### config.mk
export PLATFORM = sky130hd
export DESIGN_NAME = alu
export DESIGN_NICKNAME = d
export VERILOG_FILES = /design/src/rtl/alu_pkg.sv /design/src/rtl/alu_addsub.sv /design/src/rtl/alu.sv
export SDC_FILE = /design/constraint.sdc
export NUM_CORES = 1
export LEC_CHECK = 0
export ABC_AREA = 1
export CAP_MARGIN = 5
export CORE_MARGIN = 3
export CORE_UTILIZATION = 55
export DETAILED_ROUTE_END_ITERATION = 10
export PLACE_DENSITY = 0.83
export SETUP_SLACK_MARGIN = 0.3
export SYNTH_ARGS = -nofsm -noshare
export SYNTH_HDL_FRONTEND = slang
export SYNTH_SLANG_ARGS = --single-unit
### constraint.sdc
create_clock -name clk -period 1.39 [get_ports clk]
set_input_delay 0.417 -clock clk [delete_from_list [all_inputs] [get_ports clk]]
set_output_delay 0.417 -clock clk [all_outputs]
set_load 0.01 [all_outputs]
### src/rtl/alu_pkg.sv
// Shared definitions for the ALU: default data-path width and the
// 3-bit operation codes carried on alucontrol.
package alu_pkg;

    localparam int ALU_WIDTH = 32;

    typedef enum logic [2:0] {
        OP_AND  = 3'b000,
        OP_OR   = 3'b001,
        OP_ADD  = 3'b010,
        OP_SUB  = 3'b011,
        OP_XOR  = 3'b100,
        OP_SLT  = 3'b101,
        OP_NOR  = 3'b110,
        OP_SLTU = 3'b111
    } alu_op_e;

endpackage : alu_pkg

### src/rtl/alu_addsub.sv
// Shared adder/subtractor for the ALU.
//   a_i, b_i    : operands (WIDTH bits)
//   sub_i       : 0 = a + b, 1 = a + ~b + 1
//   sum_o       : sum modulo 2^WIDTH
//   carry_o     : carry out of the top bit (for subtract, 1 = no borrow)
//   overflow_o  : signed overflow of the operation performed
module alu_addsub
    import alu_pkg::*;
#(
    parameter int WIDTH = ALU_WIDTH
) (
    input  logic [WIDTH-1:0] a_i,
    input  logic [WIDTH-1:0] b_i,
    input  logic             sub_i,
    output logic [WIDTH-1:0] sum_o,
    output logic             carry_o,
    output logic             overflow_o
);

    logic [WIDTH-1:0] b_eff;
    logic [WIDTH:0]   sum_ext;

    // Subtraction folds into the same adder: invert b and inject the +1
    // through the carry-in.
    assign b_eff   = b_i ^ {WIDTH{sub_i}};
    assign sum_ext = {1'b0, a_i} + {1'b0, b_eff} + {{WIDTH{1'b0}}, sub_i};

    assign sum_o   = sum_ext[WIDTH-1:0];
    assign carry_o = sum_ext[WIDTH];

    // Overflow when the effective operands share a sign and the sum does not.
    // With b inverted this is the "a and b differ in sign" rule for subtract.
    assign overflow_o = (a_i[WIDTH-1] == b_eff[WIDTH-1]) &&
                        (sum_o[WIDTH-1] != a_i[WIDTH-1]);

endmodule : alu_addsub

### src/rtl/alu.sv
// Registered 8-operation ALU.
//   clk        : rising-edge clock for the output register
//   reset      : asynchronous active-high reset, clears all outputs
//   a, b       : operands (WIDTH bits)
//   alucontrol : operation select (see alu_pkg::alu_op_e)
//   result     : registered result
//   zero       : registered "result is all zeros" flag
//   carry      : registered carry-out for ADD/SUB, 0 otherwise
//   overflow   : registered signed overflow for ADD/SUB, 0 otherwise
module alu
    import alu_pkg::*;
#(
    parameter int WIDTH = ALU_WIDTH
) (
    input  logic             clk,
    input  logic             reset,
    input  logic [WIDTH-1:0] a,
    input  logic [WIDTH-1:0] b,
    input  logic [2:0]       alucontrol,
    output logic [WIDTH-1:0] result,
    output logic             zero,
    output logic             carry,
    output logic             overflow
);

    logic [WIDTH-1:0] sum;
    logic             sum_carry;
    logic             sum_ovf;
    logic             sub_sel;
    logic             lt_signed;
    logic             lt_unsigned;

    logic [WIDTH-1:0] result_d, result_q;
    logic             zero_d,   zero_q;
    logic             carry_d,  carry_q;
    logic             ovf_d,    ovf_q;

    // Everything except ADD runs the adder in subtract mode so SLT/SLTU
    // can reuse the a - b computation.
    assign sub_sel = (alucontrol != OP_ADD);

    alu_addsub #(
        .WIDTH (WIDTH)
    ) u_addsub (
        .a_i        (a),
        .b_i        (b),
        .sub_i      (sub_sel),
        .sum_o      (sum),
        .carry_o    (sum_carry),
        .overflow_o (sum_ovf)
    );

    // Signed compare corrects the difference sign by the overflow so it
    // stays right across the sign boundary; unsigned less-than is a borrow.
    assign lt_signed   = sum[WIDTH-1] ^ sum_ovf;
    assign lt_unsigned = ~sum_carry;

    always_comb begin
        result_d = '0;
        carry_d  = 1'b0;
        ovf_d    = 1'b0;
        case (alu_op_e'(alucontrol))
            OP_AND:  result_d = a & b;
            OP_OR:   result_d = a | b;
            OP_ADD,
            OP_SUB: begin
                result_d = sum;
                carry_d  = sum_carry;
                ovf_d    = sum_ovf;
            end
            OP_XOR:  result_d = a ^ b;
            OP_SLT:  result_d = {{(WIDTH-1){1'b0}}, lt_signed};
            OP_NOR:  result_d = ~(a | b);
            OP_SLTU: result_d = {{(WIDTH-1){1'b0}}, lt_unsigned};
            default: result_d = '0;
        endcase
        zero_d = (result_d == '0);
    end

    // zero clears to 0 under reset even though result is 0 there.
    always_ff @(posedge clk or posedge reset) begin
        if (reset) begin
            result_q <= '0;
            zero_q   <= 1'b0;
            carry_q  <= 1'b0;
            ovf_q    <= 1'b0;
        end else begin
            result_q <= result_d;
            zero_q   <= zero_d;
            carry_q  <= carry_d;
            ovf_q    <= ovf_d;
        end
    end

    assign result   = result_q;
    assign zero     = zero_q;
    assign carry    = carry_q;
    assign overflow = ovf_q;

endmodule : alu

==> results of run 1 <==
==> cell usage after synthesis, types with 8 or more instances <==
| cell type | number |
|---|---|
| or2_2 | 18 |
| nor2_1 | 70 |
| inv_1 | 198 |
| nor3_1 | 14 |
| xor2_1 | 32 |
| nand2_2 | 8 |
| o21ai_0 | 44 |
| nand2_1 | 250 |
| nand3b_1 | 10 |
| nand4_1 | 8 |
| buf_2 | 9 |
| ha_1 | 95 |
| a21oi_1 | 45 |
| mux2i_1 | 11 |
| a211oi_1 | 17 |
| dfrtp_1 | 35 |
| nand3_1 | 76 |
==> per-stage QoR <==
step	instance area (µm²)	cells	hold WS (ns)	setup slack [ns]
after CTS	9580	1455	0.5070	-1.694
after detailed placement	8999	1420	0.8288	-2.426
after global placement	8999	1420	0.8186	-2.222
after floorplan	6245	981	0.3641	-1.473
==> cells by family after synthesis <==
logic type,count (synthesis),synth area share
adder cells (fa/ha/maj),96,0.2001
AND/OR/NAND/NOR,465,0.3372
AO/OA/AOI/OAI,121,0.1127
buffers and inverters,221,0.1404
XOR/XNOR,32,0.04640
multiplexers,11,0.01823
flip-flops,35,0.1450
==> what timing repair did <==
| action | CTS |
|---|---|
| endpoints found under the setup margin | 70 |
| pin swaps | 58 |
| hold endpoints to repair | 0 |
| cloned | 1 |
| resized for setup | 283 |
| buffers inserted | 26 |
==> impl_metrics.yaml, run 1 <==
clocking:
  clock_path_buffers: 2
  numCtsBuffers: 5
  clock_sinks: 35
  cts-hold-fix-buffers: 0
  clock_tree.root_cell: "clkbuf_8"
  htree_num_levels: 2
logic_synthesis:
  sequential_area_share_after_synthesis: 0.1450
  number_of_enable_type_register_cells_in_the_synthesized_netlist: 0
  post_synth_main_area_contributors: "ha_1 (20%), nand2_1 (16%), dfrtp_1 (14%)"
  synthDistinctLibCells: 37
  postSynthAreaPerCell_um2: 6.158
  ys_async_sr_fraction: 1.000
  netlist_area_before_placement_um2: 6041
  synth_cells: 981
  syn_nets: 1146
  synthFlopType: "dfrtp_1"
  yosys_register_bits: 35
  synth_largest_type_area_fraction: 0.1968
  netlist.top_cell.by_area: "ha_1"
  yosys_warnings: 0
timing:
  globalroute.repair_timing.worst_endpoint: "zero$_DFF_PP0_/D"
  worst_ep_kind: "register data pin"
placed_design:
  place.detailed.hpwl_um: 20750
  buffer_ports.inserted: 103
  gp_congestion: 1.005
floorplanning:
  placementRows: 37
  num_io_pins: 104
  initial_core_util: 0.5748
  die-height_um: 110.8
  die_wd_um: 110.8
outcome:
  failing_step: "global routing"
  outcome: "aborted with a tool error"
  first-error: "[ERROR DPL-0038] Utilization greater than 100%, impossible to legalize"
global_route:
  grt_max_degree: 36
==> inputs of run 2 (changes only) <==
CORE_UTILIZATION = 40   (was 55)
PLACE_DENSITY = default   (was 0.83)
PLACE_DENSITY_LB_ADDON = 0.15   (was default)
SETUP_SLACK_MARGIN = default   (was 0.3)
==> run 2 against run 1 <==
- the flow now finishes, with violations (negative setup slack)
- area after synthesis is the same
- synthesized cell count unchanged
==> impl_metrics.yaml, run 2 <==
clocking:
  clock_tree.root_cell: "clkbuf_16"
  clock_path_buffers: 2
  htree_num_levels: 2
  clock_sinks: 35
  numCtsBuffers: 5
  cts.reportedPaths.clkPinSlew_ns: 0.05
  cts-hold-fix-buffers: 0
  clock_tree_from_tritoncts: "built"
floorplanning:
  die_wd_um: 128.9
  num_io_pins: 104
  die-height_um: 128.9
  initial_core_util: 0.4125
  core-area_um2: 14640
  placementRows: 44
  fp.dieArea_um2: 16610
timing:
  maxSlewHeadroom: 0.7146
  grt_setup_unrepaired: "true"
  max_freq_mhz: 332.4
  min_period_over_period: 2.164
  hold_violations: 0
  final_max_slew_viol_count: 0
  tightest_slew_ns: 0.4256
  worst_setup_slack_final_ns: -1.619
  hold_slack_ns: 0.4865
  finalWorstPathRequiredPeriod_ns: 3.009
  number_of_setup_violations_in_the_final_report: 35
logic_synthesis:
  synthFlopType: "dfrtp_1"
  ys_async_sr_fraction: 1.000
  sequential_area_share_after_synthesis: 0.1450
  netlist_top_cells_count: "nand2_1 (250), inv_1 (198), ha_1 (95)"
  synthDistinctLibCells: 37
  synth-compound-area-share: 0.1127
  postSynthAreaPerCell_um2: 6.158
  synth_cells: 981
  netlist.top_cell.by_area: "ha_1"
  netlist_area_before_placement_um2: 6041
  post_synth_main_area_contributors: "ha_1 (20%), nand2_1 (16%), dfrtp_1 (14%)"
  number_of_enable_type_register_cells_in_the_synthesized_netlist: 0
  post-synth-top-count-cell: "nand2_1"
  synth_top_family_by_area: "simple AND/OR/NAND/NOR gates"
  yosys_warnings: 0
  yosys_register_bits: 35
  synth_largest_type_area_fraction: 0.1968
  synth_simple_gate_area_share: 0.3372
  synth_mux_area_frac: 0.01823
  synth_xor_area_frac: 0.04640
  synth_fa_ha_area_frac: 0.2001
  syn_nets: 1146
setup_path:
  cp_data_required_time_ns: 1.59
  critical_path.slowest_cell: "ha_2"
  cp_cell_sequence: "buf_12 -> inv_12 -> nor2_4 -> nand2_4 -> buf_12 -> xor2_1 -> ha_2 -> nand2_2 -> nor2_2 -> inv_1 -> nor2_2 -> buf_4 -> nand3_4 -> nand3_2 -> nand2_1 -> nand3_1 -> nand2_1 -> nand2_2 -> nand4_1 -> nor2_1 -> nand2_1 -> nor3_2"
  crit_path_end_kind: "flop"
  cpMostUsedCell: "nand2_1"
  setup.worst_path.start_class: "primary input"
  critPathArrivalTime_ns: 3.20
  worstSetupPathType: "in2reg"
  worst-path-max-fanout: 13
  critical-path-max-stage-delay_ns: 0.41
final_layout:
  syn_to_final_growth_pct: 83.41
  finish.instance_area_um2: 11080
  final_cell_mix: "buf_4 (216), inv_1 (160), nand2_1 (147)"
  layout-drive-gt1-share: 0.4488
  layout_commonest_cell: "buf_4"
  antenna-diode-count: 0
  fill_cells: 1082
  largest_register_ff_count: 32
  finalNetCount: 1503
  final-instance-count-excl-fill: 1523
placed_design:
  gp_congestion: 0.9600
  post_dp_cell_area_um2: 9057
  dpl.cell_count: 1465
  buffer_ports.inserted: 103
  place.detailed.hpwl_um: 18730
  pre_cts_slack_ns: -2.439
route:
  dr.first_iter.drc_count: 691
  remaining_drc_errors: 0
  num_vias: 7856
  firstDrtPassIters: 5
  detail_route.vias_per_cell: 5.158
  drt-total-wl_um: 26330
  ant_nets: 0
  wire_per_inst_um: 17.29
global_route:
  antenna_violations_before_repair: 0
  aggregate_global_routing_overflow: 0
  grt_max_degree: 36
  grt_pass1_wl_um: 37920
  track_usage: 0.2891
  first_global_vias: 7293
run:
  timing.max_cap.violations: 0
pwr:
  power.leakage_nw: 5.929
  peakVddDrop_uv: 542.5
  cellPowerDensity_nw_per_um2: 689.2
  power_mw: 7.636
min_path:
  holdCritPathClass: "in2async"
outcome:
  outcome: "finished with violations"
  violated_checks: "negative setup slack"
-- run 2: how the worst max path moves through the flow --
stage	slack [ns]	from	end
final	-1.62	alucontrol[1]	zero$_DFF_PP0_
after global routing	-1.71	alucontrol[1]	zero$_DFF_PP0_
after CTS	-1.61	alucontrol[1]	zero$_DFF_PP0_
after detailed placement	-2.44	alucontrol[1]	zero$_DFF_PP0_
after global placement	-2.41	alucontrol[1]	zero$_DFF_PP0_
after floorplan	-1.47	alucontrol[1]	zero$_DFF_PP0_
-- run 2: worst max-delay path, delay by kind of cell --
family	cells	cell delay, ns
buf+inv	5	0.56
xor+xnor	1	0.16
fa+ha+maj	1	0.41
simple gates	15	1.64
-- run 2: metal layers --
metal,vias up,track usage,wire (µm)
met1,3683,0.4202,11690
met2,299,0.4655,12140
met4,0,0.06053,638
met5,-,0,0
li1,3817,-,-
met3,57,0.02740,1861
-- run 2: final cells by class --
| cell class | instances | area, µm² | area share |
|---|---|---|---|
| clock buffers | 6 | 138.9 | 0.01254 |
| well taps | 184 | 230.2 | 0.02078 |
| clock inverters | 2 | 35.03 | 0.003162 |
| repair buffers | 368 | 3303 | 0.2981 |
| flip-flops and latches | 35 | 875.8 | 0.07905 |
| inverters | 203 | 782.0 | 0.07058 |
| multi-input cells | 725 | 5714 | 0.5158 |
-- run 2: cells by family (layout without fill, tap and decap cells) --
logic type,Yosys count,count (layout)
AOI/OAI and AO/OA,121,121
xor gates and xnor gates,32,32
adders and majority gates,96,96
buffers and inverters,221,579
DFF,35,35
muxes,11,11
and+or+nand+nor,465,465
-- run 2: what timing repair did --
item | in CTS | in global routing
gates cloned | 1 | 0
pin swaps | 78 | 120
setup buffers | 37 | 18
resized for setup | 235 | 219
endpoints found under the setup margin | 70 | 35
-- run 2: metrics by stage --
step           TNS [ns]    util
2_1_floorplan    -37.81       -
3_3_place_gp     -67.38  0.6185
3_5_place_dp     -68.43  0.6185
4_1_cts          -41.04  0.6901
5_1_grt          -43.66  0.7566
6_report         -40.28  0.7566
-- run 2: report_power, final --
group	internal [mW]	switching [mW]
Clock	0.890	0.402
Sequential	1.16	0.0278
Combinational	2.40	2.76
Total	4.45	3.19
Power figures use the tool's default switching activity.
